`config.mk`:
```
export PLATFORM = sky130hd
export DESIGN_NAME = relu_maxpool2x2
export DESIGN_NICKNAME = d
export VERILOG_FILES = /design/src/rtl/fp32_pkg.sv /design/src/rtl/maxpool_line_buffer.sv /design/src/rtl/relu_maxpool2x2.sv
export SDC_FILE = /design/constraint.sdc
export NUM_CORES = 1
export LEC_CHECK = 0
export ABC_AREA = 1
export CAP_MARGIN = 5
export CORE_MARGIN = 2
export CORE_UTILIZATION = 35
export CTS_CLUSTER_DIAMETER = 80
export DETAILED_ROUTE_END_ITERATION = 8
export PLACE_DENSITY_LB_ADDON = 0.25
export SETUP_SLACK_MARGIN = 0.1
export SLEW_MARGIN = 20
export SYNTH_ARGS = -nofsm -noshare
export SYNTH_HDL_FRONTEND = slang
export SYNTH_SLANG_ARGS = --single-unit
export TNS_END_PERCENT = 5
```
`constraint.sdc`:
```
create_clock -name clk -period 7.1 [get_ports clk]
set_input_delay 1.42 -clock clk [delete_from_list [all_inputs] [get_ports clk]]
set_output_delay 1.42 -clock clk [all_outputs]
set_load 0.01 [all_outputs]
```
`src/rtl/fp32_pkg.sv`:
```
// Shared FP32 helpers for pooling and activation stages: constants, ReLU and a
// bit-level max that needs no floating-point hardware.
package fp32_pkg;

    typedef logic [31:0] fp32_t;

    localparam fp32_t FP_ZERO     = 32'h00000000;
    localparam int    FP_SIGN_BIT = 31;

    function automatic fp32_t fp32_relu(input fp32_t x);
        return x[FP_SIGN_BIT] ? FP_ZERO : x;
    endfunction

    // Sign-magnitude compare; on any tie (including +0 vs -0) the first operand wins.
    function automatic fp32_t fp32_max(input fp32_t a, input fp32_t b);
        logic sa;
        logic sb;
        sa = a[FP_SIGN_BIT];
        sb = b[FP_SIGN_BIT];
        if (sa != sb) begin
            if ((a[30:0] == 31'd0) && (b[30:0] == 31'd0))
                return a;
            return sa ? b : a;
        end else if (!sa) begin
            return (b[30:0] > a[30:0]) ? b : a;
        end else begin
            return (b[30:0] < a[30:0]) ? b : a;
        end
    endfunction

endpackage

```
`src/rtl/maxpool_line_buffer.sv`:
```
// One-row buffer of horizontal pair maxima: synchronous write, registered read
// address, combinational read of the addressed word (infers block RAM).
module maxpool_line_buffer #(
    parameter int DEPTH      = 28,
    parameter int DATA_WIDTH = 32,
    parameter int ADDR_WIDTH = 5
) (
    input  logic                  clk,
    input  logic                  wr_en,
    input  logic [ADDR_WIDTH-1:0] wr_addr,
    input  logic [DATA_WIDTH-1:0] wr_data,
    input  logic                  rd_en,
    input  logic [ADDR_WIDTH-1:0] rd_addr,
    output logic [DATA_WIDTH-1:0] rd_data
);

    logic [DATA_WIDTH-1:0] mem [DEPTH];
    logic [ADDR_WIDTH-1:0] rd_addr_q;

    always_ff @(posedge clk) begin
        if (wr_en)
            mem[wr_addr] <= wr_data;
        if (rd_en)
            rd_addr_q <= rd_addr;
    end

    assign rd_data = mem[rd_addr_q];

endmodule

```
`src/rtl/relu_maxpool2x2.sv`:
```
// Streaming ReLU + 2x2/stride-2 max pool for one FP32 feature-map channel.
// Stage 1 registers the activated pixel with its position; stage 2 pools it.
module relu_maxpool2x2
    import fp32_pkg::*;
#(
    parameter int DATA_WIDTH = 32,
    parameter int IMG_WIDTH  = 56,
    parameter int IMG_HEIGHT = 56,
    parameter int RELU_EN    = 1
) (
    input  logic                  clk,
    input  logic                  resetn,
    input  logic                  data_valid_in,
    input  logic [DATA_WIDTH-1:0] data_in,
    output logic [DATA_WIDTH-1:0] data_out,
    output logic                  valid_out_pixel,
    output logic                  done
);

    localparam int CW       = (IMG_WIDTH  > 2) ? $clog2(IMG_WIDTH)  : 2;
    localparam int RW       = (IMG_HEIGHT > 2) ? $clog2(IMG_HEIGHT) : 2;
    localparam int AW       = CW - 1;
    localparam int LB_DEPTH = IMG_WIDTH / 2;

    logic [CW-1:0]         col;
    logic [RW-1:0]         row;
    logic                  vld_p1;
    logic [DATA_WIDTH-1:0] pix_p1;
    logic [CW-1:0]         col_p1;
    logic [RW-1:0]         row_p1;
    logic [DATA_WIDTH-1:0] pair_reg;
    logic [DATA_WIDTH-1:0] hmax;
    logic [DATA_WIDTH-1:0] lb_rd_data;
    logic [DATA_WIDTH-1:0] act;
    logic                  lb_wr_en;

    assign act      = (RELU_EN != 0) ? fp32_relu(data_in) : data_in;
    assign hmax     = fp32_max(pair_reg, pix_p1);
    assign lb_wr_en = vld_p1 & col_p1[0] & ~row_p1[0];

    always_ff @(posedge clk or negedge resetn) begin
        if (!resetn) begin
            col <= '0;
            row <= '0;
        end else if (data_valid_in) begin
            if (col == CW'(IMG_WIDTH - 1)) begin
                col <= '0;
                row <= (row == RW'(IMG_HEIGHT - 1)) ? '0 : row + RW'(1);
            end else begin
                col <= col + CW'(1);
            end
        end
    end

    // Stage 1: activated pixel and its position
    always_ff @(posedge clk or negedge resetn) begin
        if (!resetn) begin
            vld_p1 <= 1'b0;
            pix_p1 <= '0;
            col_p1 <= '0;
            row_p1 <= '0;
        end else begin
            vld_p1 <= data_valid_in;
            if (data_valid_in) begin
                pix_p1 <= act;
                col_p1 <= col;
                row_p1 <= row;
            end
        end
    end

    // Stage 2: horizontal pair max, then vertical max against the stored even row
    always_ff @(posedge clk or negedge resetn) begin
        if (!resetn) begin
            pair_reg        <= '0;
            data_out        <= '0;
            valid_out_pixel <= 1'b0;
            done            <= 1'b0;
        end else begin
            valid_out_pixel <= 1'b0;
            done            <= 1'b0;
            if (vld_p1) begin
                if (!col_p1[0]) begin
                    pair_reg <= pix_p1;
                end else if (row_p1[0]) begin
                    data_out        <= fp32_max(lb_rd_data, hmax);
                    valid_out_pixel <= 1'b1;
                    done            <= (col_p1 == CW'(IMG_WIDTH - 1)) &&
                                       (row_p1 == RW'(IMG_HEIGHT - 1));
                end
            end
        end
    end

    // Read address is captured on acceptance so the stored pair max is ready in stage 2.
    maxpool_line_buffer #(
        .DEPTH      (LB_DEPTH),
        .DATA_WIDTH (DATA_WIDTH),
        .ADDR_WIDTH (AW)
    ) u_line_buf (
        .clk     (clk),
        .wr_en   (lb_wr_en),
        .wr_addr (col_p1[CW-1:1]),
        .wr_data (hmax),
        .rd_en   (data_valid_in),
        .rd_addr (col[CW-1:1]),
        .rd_data (lb_rd_data)
    );

endmodule

```
# After elaboration in Yosys (flattened, before gate mapping)
# Memory sizes are Yosys's and may differ from the RTL's. A register that Yosys moved wholly into a read port is not among the register bits.
# Index checks and enable logic that the tools add are counted.
# Widths: inputs -> output; s select.
# word_totals
register_bits	128
ramBits	896
wordCells	71
memories	1
# op_classes
add_sub_neg	2
magnitude_cmp	4
n_eq_ne	6
muxes	33
bitwise_logic	4
n_reduce_logical	10
# mem_list
memory	words	width	read_ports	rd_ports_with_merged_regs	wr	line	rtl
u_line_buf.mem	28	32	1	1	1	maxpool_line_buffer.sv:17	logic [DATA_WIDTH-1:0] mem [DEPTH];
# op_table
cell	n
$mux 32	14
$logic_not 31->1	4
$gt 31x31->1	2
$lt 31x31->1	2
$mux 31	1
$eq 6x6->1 const B	4
$mux 1	15
$add 6x1->6 const B	2
$mux 6	2
$mux 5	1
$reduce_and 2->1	2
$logic_and 1x1->1	3
$reduce_and 3->1	1
$and 1x1->1	2
$ne 1x1->1	2
$not 1->1	2

# Longest topological paths before layout
# logic_depth
depth_word	15
ltp_mapped	31

# By module
# From an unflattened synthesis, not the netlist that was laid out.
# hier_totals
hier_cells	4423
hier_area_um2	45502.4
# modules_own_cells
mod	instances	cells_each	area_each_um2	seq_area_each_um2
maxpool_line_buffer	1	3339	37563.5	27156.0
relu_maxpool2x2	1	1084	7938.9	3027.9

# Worst setup path after synthesis
# Ideal clock, no wire load.
# synth_path
path_type	register to register
startpoint	register pix_p1[30]
endpoint	register data_out[13]
setup_ps	117
arrival_time_ps	3417
t_required_ps	6983
slack_ps	3566
path_stages_with_launch	24
period_less_slack_ps	3534
cell_sequence	dfrtp_1 -> ha_1 -> nand2_1 -> nor2_1 -> nand3_1 -> nor3_1 -> nand2_1 -> nand2_1 -> nand2_1 -> buf_2 -> nand2_1 -> nand2_1 -> ha_1 -> nand2_1 -> nor2_1 -> nor3b_2 -> nand2_1 -> clkinv_1 -> nand2_1 -> nand2_1 -> clkbuf_1 -> a21oi_1 -> nand2_1 -> nand2_1
# synth_via
elab_chain_cells	15
# synth_lines
element	line	rtl
start, declared	relu_maxpool2x2.sv:28	logic [DATA_WIDTH-1:0] pix_p1;
start signal, assigned	relu_maxpool2x2.sv:65	pix_p1 <= act;
branches (longest 5 deep; another with $gt 31x31->1)	--	
$mux 32 (*)	fp32_pkg.sv:20	if (sa != sb) begin
via hmax[30]	relu_maxpool2x2.sv:32	logic [DATA_WIDTH-1:0] hmax;
branches (longest 8 deep; another with $gt 31x31->1)	--	
$mux 32 (*)	fp32_pkg.sv:20	
end signal, assigned	relu_maxpool2x2.sv:86	data_out <= fp32_max(lb_rd_data, hmax);
end, declared	relu_maxpool2x2.sv:15	output logic [DATA_WIDTH-1:0] data_out,
# Mark *: on every way through the listed nets, which the timed path passes. The select of a mux whose other input is x is not followed.
# A chain may end at the register's enable or synchronous reset.

==> summary.md <==
| Metric | Value |
|---|---|
| Buf+Inv Stages, Crit Path | `5` |
| Number of flops mapped to enable cells by yosys | `873` |
| Initial antenna violation count | `1` |
| Max-cap violations | `0` |
| Yosys cell types | `32` |
| ANT nets after route | `0` |
| Root Buffer | `clkbuf_16` |
| Crit-path cells | `clkinv_8 -> buf_4 -> nand2_1 -> nand3_1 -> nand2_1 -> nand2_1 -> nand3_1 -> nand3_1 -> nand2_1 -> ha_1 -> nand2_1 -> inv_1 -> nand3_1 -> nor3_1 -> nand2_1 -> clkinv_1 -> nand2_1 -> nand2_1 -> nand2_1 -> inv_1 -> nand3_1 -> nand2_1 -> nand2_1` |
| Power per cell area | `356 mW/mm^2` |
| PortBufs | `67` |
| Register area share after synthesis | `approximately two thirds` |
| Top cells by area, synth | `edfxtp_1 60%, nand2_1 13%, nand3_1 6.9%` |
| Filler cells | `around 12000` |
| Worst-path maximum fanout | `160` |
| Top reg by flops | `u_line_buf.mem` |
| Synth top area share | `between 50% and 60%` |
| Resized Gates After CTS | `0` |
| Vias in the first global route | `roughly 28000` |
| Post-CTS Setup Bufs | `0` |
| Worst-skew pair later-pin latency | `0.69 ns` |
| Synth Flop Type | `edfxtp_1` |
| Status | `completed` |
| Skew final | `0.0358 ns` |
| Top cell family by delay on the critical path | `buffers and inverters` |
| Largest area contributor in the netlist | `edfxtp_1` |
| HPWL Detailed | `between 60000 and 70000 um` |
| Flop and latch count out of synthesis | `about 1000` |
| Min cycle time layout | `5.60 ns` |
| Synth Net Count | `around 4400` |
| Worst EP required | `about 7.7 ns` |
| Clk slew on worst S/H paths | `approximately 0.06 ns` |
| RSZ-0062 raised after global routing | `false` |
| CTS H-tree depth | `3` |
| CTS tree | `built` |
| Final core occ | `39.9%` |
| Final setup margin | `1.50 ns` |
| Post-Place Worst Slack | `1.46 ns` |
| Leak | `20.3 nW` |
| Initial Util | `35.3%` |
| Arrival time worst endpoint | `between 6 and 7 ns` |
| Vias/cell | `4.92` |
| Routed WL | `124000 um` |
| Chip height | `357 um` |
| Inserted Clock Buffers | `102` |
| First-pass GRT wire length | `about 180000 um` |
| Final setup fails | `0` |
| Area delta synth->final | `12.9%` |
| Max Fclk | `0.179 GHz` |
| Largest register FFs | `868` |
| Ys async rst share | `12.0%` |
| Critical path type | `reg -> reg` |
| Nets | `~4400` |
| Die width | `357 um` |
| DR WL/cell | `20.6 um` |
| Grt total ovfl | `0` |
| Tot GR Track Use | `around a fifth` |
| Core box area | `roughly 0.12 mm^2` |
| CP Launch Type | `flip-flop` |
| Critical path's most frequent cell | `nand2_1` |
| Worst-margin pin slew | `1.03 ns` |
| Setup tns final | `0 ns` |
| Gate Count Post-Synth | `4273` |
| Final period utilization | `78.8%` |
| Largest net degree at the start of global routing | `170` |
| Syn Area/Cell | `a little over 10 um^2` |
| Post-route DRC | `0` |
| Initial DRC Count | `2591` |
| DR vias | `29636` |
| I/O pin count | `69` |
| Synth Warn # | `0` |
| Max Root-Sink Buffers | `3` |
| Hold Crit Class | `reg -> reg` |
| Slew Viols, Final | `0` |
| Final Hold Viols | `0` |
| Max IR drop VDD | `0.238 mV` |
| Design Power | `roughly 18 mW` |
| Cell Area, Synth | `0.0437 mm^2` |
| Drt first pass iters | `5` |
| CP max-delay cell | `dfxtp_4` |
| Rows | `129` |
| Clk sinks | `998` |
| Die Footprint | `0.128 mm^2` |
| Endpoint type of the worst setup path | `flip-flop` |
| Slew headroom | `31.2%` |
| Layout cell share with drive strength beyond 1 | `~6.6%` |
| Hold WS | `0.433 ns` |
| # hold bufs at CTS | `0` |
| GP Congestion | `0.788` |
| CP peak stage delay | `0.95 ns` |
cells by family (layout without fill, tap and decap cells):
kind of cell	count (synthesis)	count (layout)	share of synthesized area (%)
AOI/OAI and AO/OA	221	221	2.77
adders and majority gates	64	64	1.83
other	1	2	0.00858
xor gates and xnor gates	1	1	0.0200
and+or+nand+nor	2287	2287	21.5
DFF	998	998	67.0
buffers and inverters	701	809	6.79
routing by layer:
| layer | up-vias | routed length (um) | global-route usage [%] |
|---|---|---|---|
| met5 | - | 0 | 0 |
| met4 | 0 | 3500 | 6.42 |
| met3 | 189 | 8190 | 3.23 |
| met2 | 924 | 57400 | 31.4 |
| met1 | 14361 | 54800 | 26.3 |
| li1 | 14162 | - | - |
cell usage after synthesis, drive strengths merged, types with 4 or more instances:
cell / number
ha: 64
dfrtp: 120
buf: 173
o211ai: 11
nand3: 607
nand2: 1492
nor3: 13
o21ai: 100
nand4: 4
clkbuf: 49
edfxtp: 873
or2: 10
a21oi: 75
dfxtp: 5
o22ai: 32
inv: 477
nor2: 156
worst paths after layout:
kind / start / endpoint / slack [ns] / depth (start not counted)
max: flip-flop / data_out[3] / 1.50 / 23
min: u_line_buf.rd_addr_q[1] / flip-flop / 0.43 / 2
max reg2reg: flip-flop / data_out[3] / 1.50 / 23
min reg2reg: u_line_buf.rd_addr_q[1] / flip-flop / 0.43 / 2
max in group asynchronous: resetn / pix_p1[28] / 4.90 / 2
min in group asynchronous: resetn / pix_p1[16] / 0.82 / 1
per-stage QoR:
step	std cells	cell area (um^2)
floorplan	4273	43700
global placement	5830	46100
detailed placement	5830	46100
CTS	6018	49400
global route	6018	49400
finish	6019	49400
area by class of cell:
type	count	area, um^2	area share [%]
Tap cell	1637	2050	4.15
Clock inverter	48	410	0.831
Inverter	479	1820	3.69
Sequential cell	998	29300	59.4
Timing Repair Buffer	142	1250	2.53
Clock buffer	140	2850	5.77
Multi-Input combinational cell	2574	11700	23.6
Antenna cell	1	2.50	0.00507
power by group:
part	internal (mW)	leakage (nW)	switching, mW
clock network	3.02	1.60	2.27
registers	7.03	9.58	0.301
logic	1.38	9.17	3.59
cell usage in the layout, fill, tap and decap left out, types with 2 or more instances in the layout:
cell type / n
nand2_1: 1490
edfxtp_1: 873
nand3_1: 607
inv_1: 463
nor2_1: 128
dfrtp_1: 120
clkbuf_16: 106
o21ai_0: 97
buf_4: 74
a21oi_1: 67
clkdlybuf4s50_1: 65
ha_1: 64
o22ai_1: 32
nor2_4: 28
clkbuf_1: 27
clkinv_1: 19
clkinv_2: 19
nor3_1: 13
o211ai_1: 11
inv_2: 10
or2_2: 10
a21oi_2: 8
clkbuf_8: 7
bufinv_16: 6
nand4_1: 4
a21o_1: 3
o21ai_1: 3
dfxtp_4: 3
clkinvlp_4: 3
clkinv_8: 2
nand3b_1: 2
nand2_2: 2
nor4_1: 2
dfxtp_2: 2
buf_12: 2
worst min-delay path, cell delays in order (launching register included):
cell	delay, ns
edfxtp_1	0.31
nand2_1	0.05
nand2_1	0.04
Note: power is estimated with default switching activity, not from simulation.
